--- src/rtl/xalu_pkg.sv ---
// Shared op codes, FSM state encoding and helpers for the XALU multiply/divide sequencer.
// Op codes are 4 bits wide and match the execute-stage E_XALU_Op field.
package xalu_pkg;

    localparam logic [3:0] XOP_NONE  = 4'd0;
    localparam logic [3:0] XOP_MULT  = 4'd1;
    localparam logic [3:0] XOP_MULTU = 4'd2;
    localparam logic [3:0] XOP_DIV   = 4'd3;
    localparam logic [3:0] XOP_DIVU  = 4'd4;
    localparam logic [3:0] XOP_MTHI  = 4'd5;
    localparam logic [3:0] XOP_MTLO  = 4'd6;
    localparam logic [3:0] XOP_MADD  = 4'd7;
    localparam logic [3:0] XOP_MADDU = 4'd8;
    localparam logic [3:0] XOP_MSUB  = 4'd9;
    localparam logic [3:0] XOP_MSUBU = 4'd10;

    localparam int XALU_DIV_STEPS = 32;

    typedef enum logic [1:0] {
        IDLE = 2'd0,
        MUL  = 2'd1,
        DIV  = 2'd2,
        FIX  = 2'd3
    } xalu_state_e;

    // Magnitude of a 32-bit operand; 0x80000000 maps onto itself as an unsigned value.
    function automatic logic [31:0] mag32(input logic [31:0] v, input logic sgn);
        return (sgn && v[31]) ? (~v + 32'd1) : v;
    endfunction

endpackage

--- src/rtl/div_radix2.sv ---
// Restoring radix-2 shift-subtract divider on unsigned magnitudes.
// Latency: result valid 32 cycles after the start cycle, then held until the next start.
// Backpressure: none; start is only pulsed by the controller while it is idle.
module div_radix2
    import xalu_pkg::*;
(
    input  logic        Clk,
    input  logic        Clr,
    input  logic        start,
    input  logic [31:0] dividend,
    input  logic [31:0] divisor,
    output logic [31:0] quotient,
    output logic [31:0] remainder
);

    logic [31:0] q_q;
    logic [31:0] r_q;
    logic [31:0] d_q;
    logic [5:0]  step_q;
    logic        run_q;

    logic [32:0] part;
    logic        take;
    logic [31:0] diff;

    // A zero divisor always "takes", giving an all-ones quotient and remainder = dividend.
    always_comb begin
        part = {r_q, q_q[31]};
        take = (part >= {1'b0, d_q});
        diff = part[31:0] - d_q;
    end

    always_ff @(posedge Clk) begin
        if (Clr) begin
            q_q    <= '0;
            r_q    <= '0;
            d_q    <= '0;
            step_q <= '0;
            run_q  <= 1'b0;
        end else if (start) begin
            q_q    <= dividend;
            r_q    <= '0;
            d_q    <= divisor;
            step_q <= '0;
            run_q  <= 1'b1;
        end else if (run_q) begin
            q_q    <= {q_q[30:0], take};
            r_q    <= take ? diff : part[31:0];
            step_q <= step_q + 6'd1;
            if (step_q == 6'(XALU_DIV_STEPS - 1)) begin
                run_q <= 1'b0;
            end
        end
    end

    assign quotient  = q_q;
    assign remainder = r_q;

endmodule

--- src/rtl/xalu_ctrl.sv ---
// XALU sequencer owning HI/LO: pipelined multiply, 32-step divide, MTHI/MTLO; MADD family under XALU_MADD_EN.
// Latency: MTHI/MTLO 1 cycle, multiply MUL_LAT+1 cycles, divide 34 cycles to HI/LO update.
// Backpressure: registered E_XALU_Busy while in flight; starts are dropped unless idle and not stalled/flushed.
module xalu_ctrl
    import xalu_pkg::*;
#(
    parameter int MUL_LAT = 3
) (
    input  logic        Clk,
    input  logic        Clr,
    input  logic        dm_stall,
    input  logic        exp_flush,
    input  logic        E_XALU_Start,
    input  logic [3:0]  E_XALU_Op,
    input  logic [31:0] E_RsData,
    input  logic [31:0] E_RtData,
    output logic        E_XALU_Busy,
    output logic [31:0] HI,
    output logic [31:0] LO
);

    localparam int PIPE_N = (MUL_LAT > 1) ? MUL_LAT - 1 : 1;

    xalu_state_e state_q, state_d;
    logic [4:0]  cnt_q, cnt_d;
    logic [31:0] hi_q, hi_d, lo_q, lo_d;
    logic        busy_q;

    logic [31:0] mul_a_q, mul_b_q;
    logic        mul_sgn_q;
    logic        div_qneg_q, div_rneg_q;

    logic op_mul, op_div, op_sgn, op_mthi, op_mtlo;
    logic accept, mul_load, div_start;
`ifdef XALU_MADD_EN
    logic op_acc, op_sub;
    logic mul_acc_q, mul_sub_q;
`endif

    always_comb begin
        op_mul  = 1'b0;
        op_div  = 1'b0;
        op_sgn  = 1'b0;
        op_mthi = 1'b0;
        op_mtlo = 1'b0;
`ifdef XALU_MADD_EN
        op_acc  = 1'b0;
        op_sub  = 1'b0;
`endif
        case (E_XALU_Op)
            XOP_MULT:  begin op_mul = 1'b1; op_sgn = 1'b1; end
            XOP_MULTU: op_mul = 1'b1;
            XOP_DIV:   begin op_div = 1'b1; op_sgn = 1'b1; end
            XOP_DIVU:  op_div = 1'b1;
            XOP_MTHI:  op_mthi = 1'b1;
            XOP_MTLO:  op_mtlo = 1'b1;
`ifdef XALU_MADD_EN
            XOP_MADD:  begin op_mul = 1'b1; op_sgn = 1'b1; op_acc = 1'b1; end
            XOP_MADDU: begin op_mul = 1'b1; op_acc = 1'b1; end
            XOP_MSUB:  begin op_mul = 1'b1; op_sgn = 1'b1; op_acc = 1'b1; op_sub = 1'b1; end
            XOP_MSUBU: begin op_mul = 1'b1; op_acc = 1'b1; op_sub = 1'b1; end
`endif
            default: ;
        endcase
    end

    assign accept = E_XALU_Start & ~dm_stall & ~exp_flush & (state_q == IDLE);

    // Multiply: operands registered at accept, product retimed through MUL_LAT-1 stages.
    logic [63:0] mul_ax, mul_bx, prod_c, mul_res, mul_wb;
    logic [63:0] prod_pipe [PIPE_N];

    assign mul_ax = {{32{mul_sgn_q & mul_a_q[31]}}, mul_a_q};
    assign mul_bx = {{32{mul_sgn_q & mul_b_q[31]}}, mul_b_q};
    assign prod_c = mul_ax * mul_bx;

    always_ff @(posedge Clk) begin
        prod_pipe[0] <= prod_c;
        for (int i = 1; i < PIPE_N; i++) begin
            prod_pipe[i] <= prod_pipe[i-1];
        end
    end

    generate
        if (MUL_LAT == 1) begin : g_mul_comb
            assign mul_res = prod_c;
        end else begin : g_mul_pipe
            assign mul_res = prod_pipe[PIPE_N-1];
        end
    endgenerate

`ifdef XALU_MADD_EN
    always_comb begin
        mul_wb = mul_res;
        if (mul_acc_q) begin
            mul_wb = mul_sub_q ? ({hi_q, lo_q} - mul_res) : ({hi_q, lo_q} + mul_res);
        end
    end
`else
    assign mul_wb = mul_res;
`endif

    logic [31:0] div_quo, div_rem;

    div_radix2 u_div (
        .Clk       (Clk),
        .Clr       (Clr),
        .start     (div_start),
        .dividend  (mag32(E_RsData, op_sgn)),
        .divisor   (mag32(E_RtData, op_sgn)),
        .quotient  (div_quo),
        .remainder (div_rem)
    );

    always_comb begin
        state_d   = state_q;
        cnt_d     = cnt_q;
        hi_d      = hi_q;
        lo_d      = lo_q;
        mul_load  = 1'b0;
        div_start = 1'b0;
        case (state_q)
            IDLE: begin
                if (accept) begin
                    if (op_mul) begin
                        state_d  = MUL;
                        cnt_d    = '0;
                        mul_load = 1'b1;
                    end else if (op_div) begin
                        state_d   = DIV;
                        cnt_d     = '0;
                        div_start = 1'b1;
                    end else if (op_mthi) begin
                        hi_d = E_RsData;
                    end else if (op_mtlo) begin
                        lo_d = E_RsData;
                    end
                end
            end
            MUL: begin
                if (cnt_q == 5'(MUL_LAT - 1)) begin
                    state_d      = IDLE;
                    cnt_d        = '0;
                    {hi_d, lo_d} = mul_wb;
                end else begin
                    cnt_d = cnt_q + 5'd1;
                end
            end
            DIV: begin
                if (cnt_q == 5'(XALU_DIV_STEPS - 1)) begin
                    state_d = FIX;
                    cnt_d   = '0;
                end else begin
                    cnt_d = cnt_q + 5'd1;
                end
            end
            FIX: begin
                state_d = IDLE;
                lo_d    = div_qneg_q ? (~div_quo + 32'd1) : div_quo;
                hi_d    = div_rneg_q ? (~div_rem + 32'd1) : div_rem;
            end
            default: state_d = IDLE;
        endcase
    end

    always_ff @(posedge Clk) begin
        if (Clr) begin
            state_q    <= IDLE;
            cnt_q      <= '0;
            hi_q       <= '0;
            lo_q       <= '0;
            busy_q     <= 1'b0;
            mul_a_q    <= '0;
            mul_b_q    <= '0;
            mul_sgn_q  <= 1'b0;
            div_qneg_q <= 1'b0;
            div_rneg_q <= 1'b0;
`ifdef XALU_MADD_EN
            mul_acc_q  <= 1'b0;
            mul_sub_q  <= 1'b0;
`endif
        end else begin
            state_q <= state_d;
            cnt_q   <= cnt_d;
            hi_q    <= hi_d;
            lo_q    <= lo_d;
            busy_q  <= (state_d != IDLE);
            if (mul_load) begin
                mul_a_q   <= E_RsData;
                mul_b_q   <= E_RtData;
                mul_sgn_q <= op_sgn;
`ifdef XALU_MADD_EN
                mul_acc_q <= op_acc;
                mul_sub_q <= op_sub;
`endif
            end
            if (div_start) begin
                div_qneg_q <= op_sgn & (E_RsData[31] ^ E_RtData[31]);
                div_rneg_q <= op_sgn & E_RsData[31];
            end
        end
    end

    assign E_XALU_Busy = busy_q;
    assign HI          = hi_q;
    assign LO          = lo_q;

endmodule

--- config.mk ---
export PLATFORM = sky130hd
export DESIGN_NAME = xalu_ctrl
export DESIGN_NICKNAME = d
export VERILOG_FILES = /design/src/rtl/xalu_pkg.sv /design/src/rtl/div_radix2.sv /design/src/rtl/xalu_ctrl.sv
export SDC_FILE = /design/constraint.sdc
export NUM_CORES = 2
export LEC_CHECK = 0
export ABC_AREA = 1
export ABC_CLOCK_PERIOD_IN_PS = 7000
export CAP_MARGIN = 20
export CORE_ASPECT_RATIO = 1.25
export CORE_MARGIN = 1
export CORE_UTILIZATION = 52
export CTS_CLUSTER_DIAMETER = 30
export DETAILED_ROUTE_END_ITERATION = 10
export PLACE_DENSITY_LB_ADDON = 0.25
export SLEW_MARGIN = 20
export SYNTH_ARGS = -nofsm -noshare
export SYNTH_HDL_FRONTEND = slang
export SYNTH_SLANG_ARGS = --single-unit
--- constraint.sdc ---
create_clock -name Clk -period 7 [get_ports Clk]
set_input_delay 1.05 -clock Clk [delete_from_list [all_inputs] [get_ports Clk]]
set_output_delay 1.05 -clock Clk [all_outputs]
set_load 0.05 [all_outputs]
==> impl_results.md <==
- Global router's overall resource usage: 0.366
- Share of cells above drive strength 1: 0.151
- Cells on Worst Hold Path: 0
- Normalized max-slew margin: 0.237
- Number of enable flip-flop cells after synthesis: 0
- Final estimated routing congestion in global placement: ~1.1
- Areal power density over the cells: approximately 100 mW/mm2
- Number of vias per cell: roughly 5.4
- Nature of the critical path endpoint: register
- Clock sink count: 370
- Area inside the core boundary: 0.112 mm2
- Final Max Tran Viols: 0
- Data required time of the worst path: about 7600 ps
- Clk_lat worst skew: roughly 690 ps
- Number of buffers on the longest clock path: 3
- Async set or reset register ratio after synthesis: 0
- Gate count after technology mapping: a little under 8,000
- Overall routed net length: ~210,000 um
- Minimum period implied by the final worst setup slack: 6980 ps
- Syn Nets: between 9,000 and 10,000
- DRC errors left: 0
- Mean post-synth cell area: about 7.6 um2
- Number of warnings issued by yosys: 0
- Highest-count cells in the layout ignoring fill and taps: sky130_fd_sc_hd__inv_1, sky130_fd_sc_hd__nand2_1, sky130_fd_sc_hd__fa_1, sky130_fd_sc_hd__buf_4, sky130_fd_sc_hd__nor2_1
- Minimum setup slack among reg-to-reg paths: ~17 ps
- Signed area change from the synthesized netlist to the final layout: 21.6%
- Crit path max-delay family: adder cells
- Worst min-delay path class: register to register
- Most used flip-flop cell after synthesis: sky130_fd_sc_hd__dfxtp_1
- Most common cell on crit path: sky130_fd_sc_hd__fa_1
- Most common library cell in the layout ignoring fill and taps: sky130_fd_sc_hd__inv_1
- Hold Fails Final Rpt: 0
- Number of flip-flops and latches in the synthesized netlist: 370
- CTS tree: yes
- Die span in x: roughly 300 um
- Minimum hold slack: 311 ps
- R2r worst-path depth: 30
- Class of the most critical setup path: register to register
- Detailed Place HPWL: ~170,000 um
- Clock slew at the register clock pins of the worst setup and hold paths: 70 ps
- Setup Skew: roughly 53 ps
- RR Startpoint: mul_a_q[15]$_SDFFE_PP0P_
- Post-synth cell types: 53
- Max Clock Freq: ~0.14 GHz
- Run status: finished, final reports clean
- Post-layout net count: roughly 10,000
- First-pass GRT wire length: 312,000 um
- WL/cell: 21.5 um
- Vias in the first global route: between 50,000 and 60,000
- Final core utilization: 0.638
- Fillcell total: 9,671
- R2R Path End: prod_pipe[0][41]$_DFF_P_
- End point of the most critical hold path: prod_pipe[0][87]$_DFF_P_
- Final Cycle Share: 0.998
- Slew at the pin closest to its max-slew limit: 1130 ps
- Area of the mapped netlist: 0.0587 mm2
- Io pins: roughly 140
- Max H-tree Level: 3
- Worst ir drop on vdd: ~160 uV
- Drt first pass iters: 8
- Setup violation total in the final timing report: 0
- Setup_tns: 0 ps
- Post-route standard cell area excluding fillers: just over 0.07 mm2
- Dpl ws: -466 ps
- Remaining global-route overflow: 0
- Total power draw: roughly 7.5 mW
- Area of placed instances: about 0.066 mm2
- Smallest setup slack after layout: 17.5 ps
- Number of input and output port buffers inserted: 137
- DIE HEIGHT: 378 um
- Starting utilization of the core area: 0.525
- WP data arrival: approximately 7600 ps
- Max-capacitance violation count: 0
- Antenna violations before repair: 9
- Sort of element at the start of the critical path: register
- Number of cells in the design after placement: between 9,000 and 10,000
- Critical-path top delay cell: sky130_fd_sc_hd__fa_1
- Non-filler instance count after layout: just under 10,000
- Clock tree root buffer cell: sky130_fd_sc_hd__clkbuf_16
- Start point of the worst min-delay path: prod_pipe[0][23]$_DFF_P_
- Remaining number of nets flagged by the antenna check after routing: 0
- Number of clock buffers inserted by TritonCTS: 76
- Setup repair after global routing missed its margin: true
- Max Fanout on Critical Path: 8
- Floorplan die area: about 0.11 mm2
- Sequential fraction of the synthesis area: 0.126
- Buffers plus inverters on the worst setup path: 12
- Row cnt: around 140
- Biggest cell delay along the critical path: 530 ps
- Maximum number of pins on one net before global-route repair: 83
- Iter 0 DRT Violations: between 4,000 and 5,000
- Cell leakage power: around 37 nW
- Via count: 52,535
worst reg2reg max path: cells and delay by family, from the launching register on:
| family | cells | cell delay [ps] |
|---|---|---|
| adders and majority gates | 9 | 4310 |
| buffers and inverters | 12 | 1350 |
| and+or+nand+nor | 7 | 650 |
| DFF | 1 | 410 |
| xor gates and xnor gates | 1 | 210 |
| AOI/OAI and AO/OA | 1 | 60 |
area by class of cell:
type	count	area, um2	share of cell area
diodes	2	5.00	0.0000701
clock buffers	97	2080	0.0292
clock inverters	38	553	0.00775
inverters	1976	7430	0.104
multi-input cells	5040	43900	0.616
flip-flops and latches	370	7470	0.105
well taps	1459	1830	0.0256
repair buffers	802	8050	0.113
flip-flops by register name, summed over array words and instances (netlist names):
signal           flops
u_div.d_q           32
u_div.remainder     32
cnt_q                5
u_div.step_q         6
HI                  32
prod_pipe          128
mul_sgn_q            1
LO                  32
u_div.run_q          1
state_q              2
div_rneg_q           1
mul_b_q             32
E_XALU_Busy          1
u_div.quotient      32
mul_a_q             32
div_qneg_q           1
how the worst max path moves through the flow:
stage	from	endpoint	slack, ps	cells past startpoint
2_1_floorplan	mul_a_q[31]$_SDFFE_PP0P_	prod_pipe[0][55]$_DFF_P_	-10	31
3_3_place_gp	mul_a_q[31]$_SDFFE_PP0P_	prod_pipe[0][54]$_DFF_P_	-470	26
3_5_place_dp	mul_a_q[31]$_SDFFE_PP0P_	prod_pipe[0][54]$_DFF_P_	-470	27
4_1_cts	mul_a_q[31]$_SDFFE_PP0P_	prod_pipe[0][54]$_DFF_P_	-10	29
5_1_grt	mul_a_q[31]$_SDFFE_PP0P_	prod_pipe[0][63]$_DFF_P_	-170	29
6_report	mul_a_q[15]$_SDFFE_PP0P_	prod_pipe[0][41]$_DFF_P_	20	30
power by group:
group / leakage (nW) / internal (mW) / switching (mW)
logic: 32.7 / 0.488 / 1.07
registers: 3.00 / 2.13 / 0.0332
clock network: 1.27 / 2.31 / 1.43
per-layer routing:
layer / wire (um) / part of all wire / vias up / track usage
li1: - / - / 23734 / -
met1: 73400 / 0.35 / 25785 / 0.408
met2: 103000 / 0.49 / 2231 / 0.634
met3: 14500 / 0.069 / 783 / 0.0519
met4: 20000 / 0.095 / 2 / 0.269
met5: 13 / 0.000062 / - / 0
cell families after synthesis:
logic type	Yosys count	synth area share
and+or+nand+nor	2760	0.192
buffers and inverters	2357	0.152
adders and majority gates	1383	0.439
xor gates and xnor gates	130	0.0194
AOI/OAI and AO/OA	767	0.0706
DFF	370	0.126
cells in the mapped netlist (12+ instances only):
cell type,n,area [um2]
sky130_fd_sc_hd__o211ai_1,15,113
sky130_fd_sc_hd__a21oi_1,329,1650
sky130_fd_sc_hd__fa_1,1126,22500
sky130_fd_sc_hd__nand2_1,1875,7040
sky130_fd_sc_hd__a211oi_1,17,128
sky130_fd_sc_hd__a31oi_1,28,175
sky130_fd_sc_hd__buf_2,28,140
sky130_fd_sc_hd__a21o_1,15,113
sky130_fd_sc_hd__nor3_1,38,190
sky130_fd_sc_hd__nand3_2,18,180
sky130_fd_sc_hd__o21ai_0,308,1540
sky130_fd_sc_hd__inv_2,13,48.8
sky130_fd_sc_hd__buf_1,12,45.0
sky130_fd_sc_hd__o21bai_1,12,90.1
sky130_fd_sc_hd__ha_1,257,3220
sky130_fd_sc_hd__nand4_1,44,275
sky130_fd_sc_hd__xnor2_1,33,289
sky130_fd_sc_hd__dfxtp_1,370,7410
sky130_fd_sc_hd__xor2_1,97,850
sky130_fd_sc_hd__nand2_2,13,81.3
sky130_fd_sc_hd__nor3b_1,15,113
sky130_fd_sc_hd__clkbuf_1,330,1240
sky130_fd_sc_hd__nor2_1,422,1580
sky130_fd_sc_hd__inv_1,1963,7370
sky130_fd_sc_hd__nor2_2,13,81.3
sky130_fd_sc_hd__nand3_1,265,1330
what timing repair did:
action                     4_1_cts  5_1_grt
setup buffers                   18       50
hold endpoints to repair         0        0
pin swaps                       33      135
cloned                           1        7
hold buffers                     0        0
gates resized for setup        134      391
setup endpoints to repair       30       42
(Power assumes the default switching activity.)
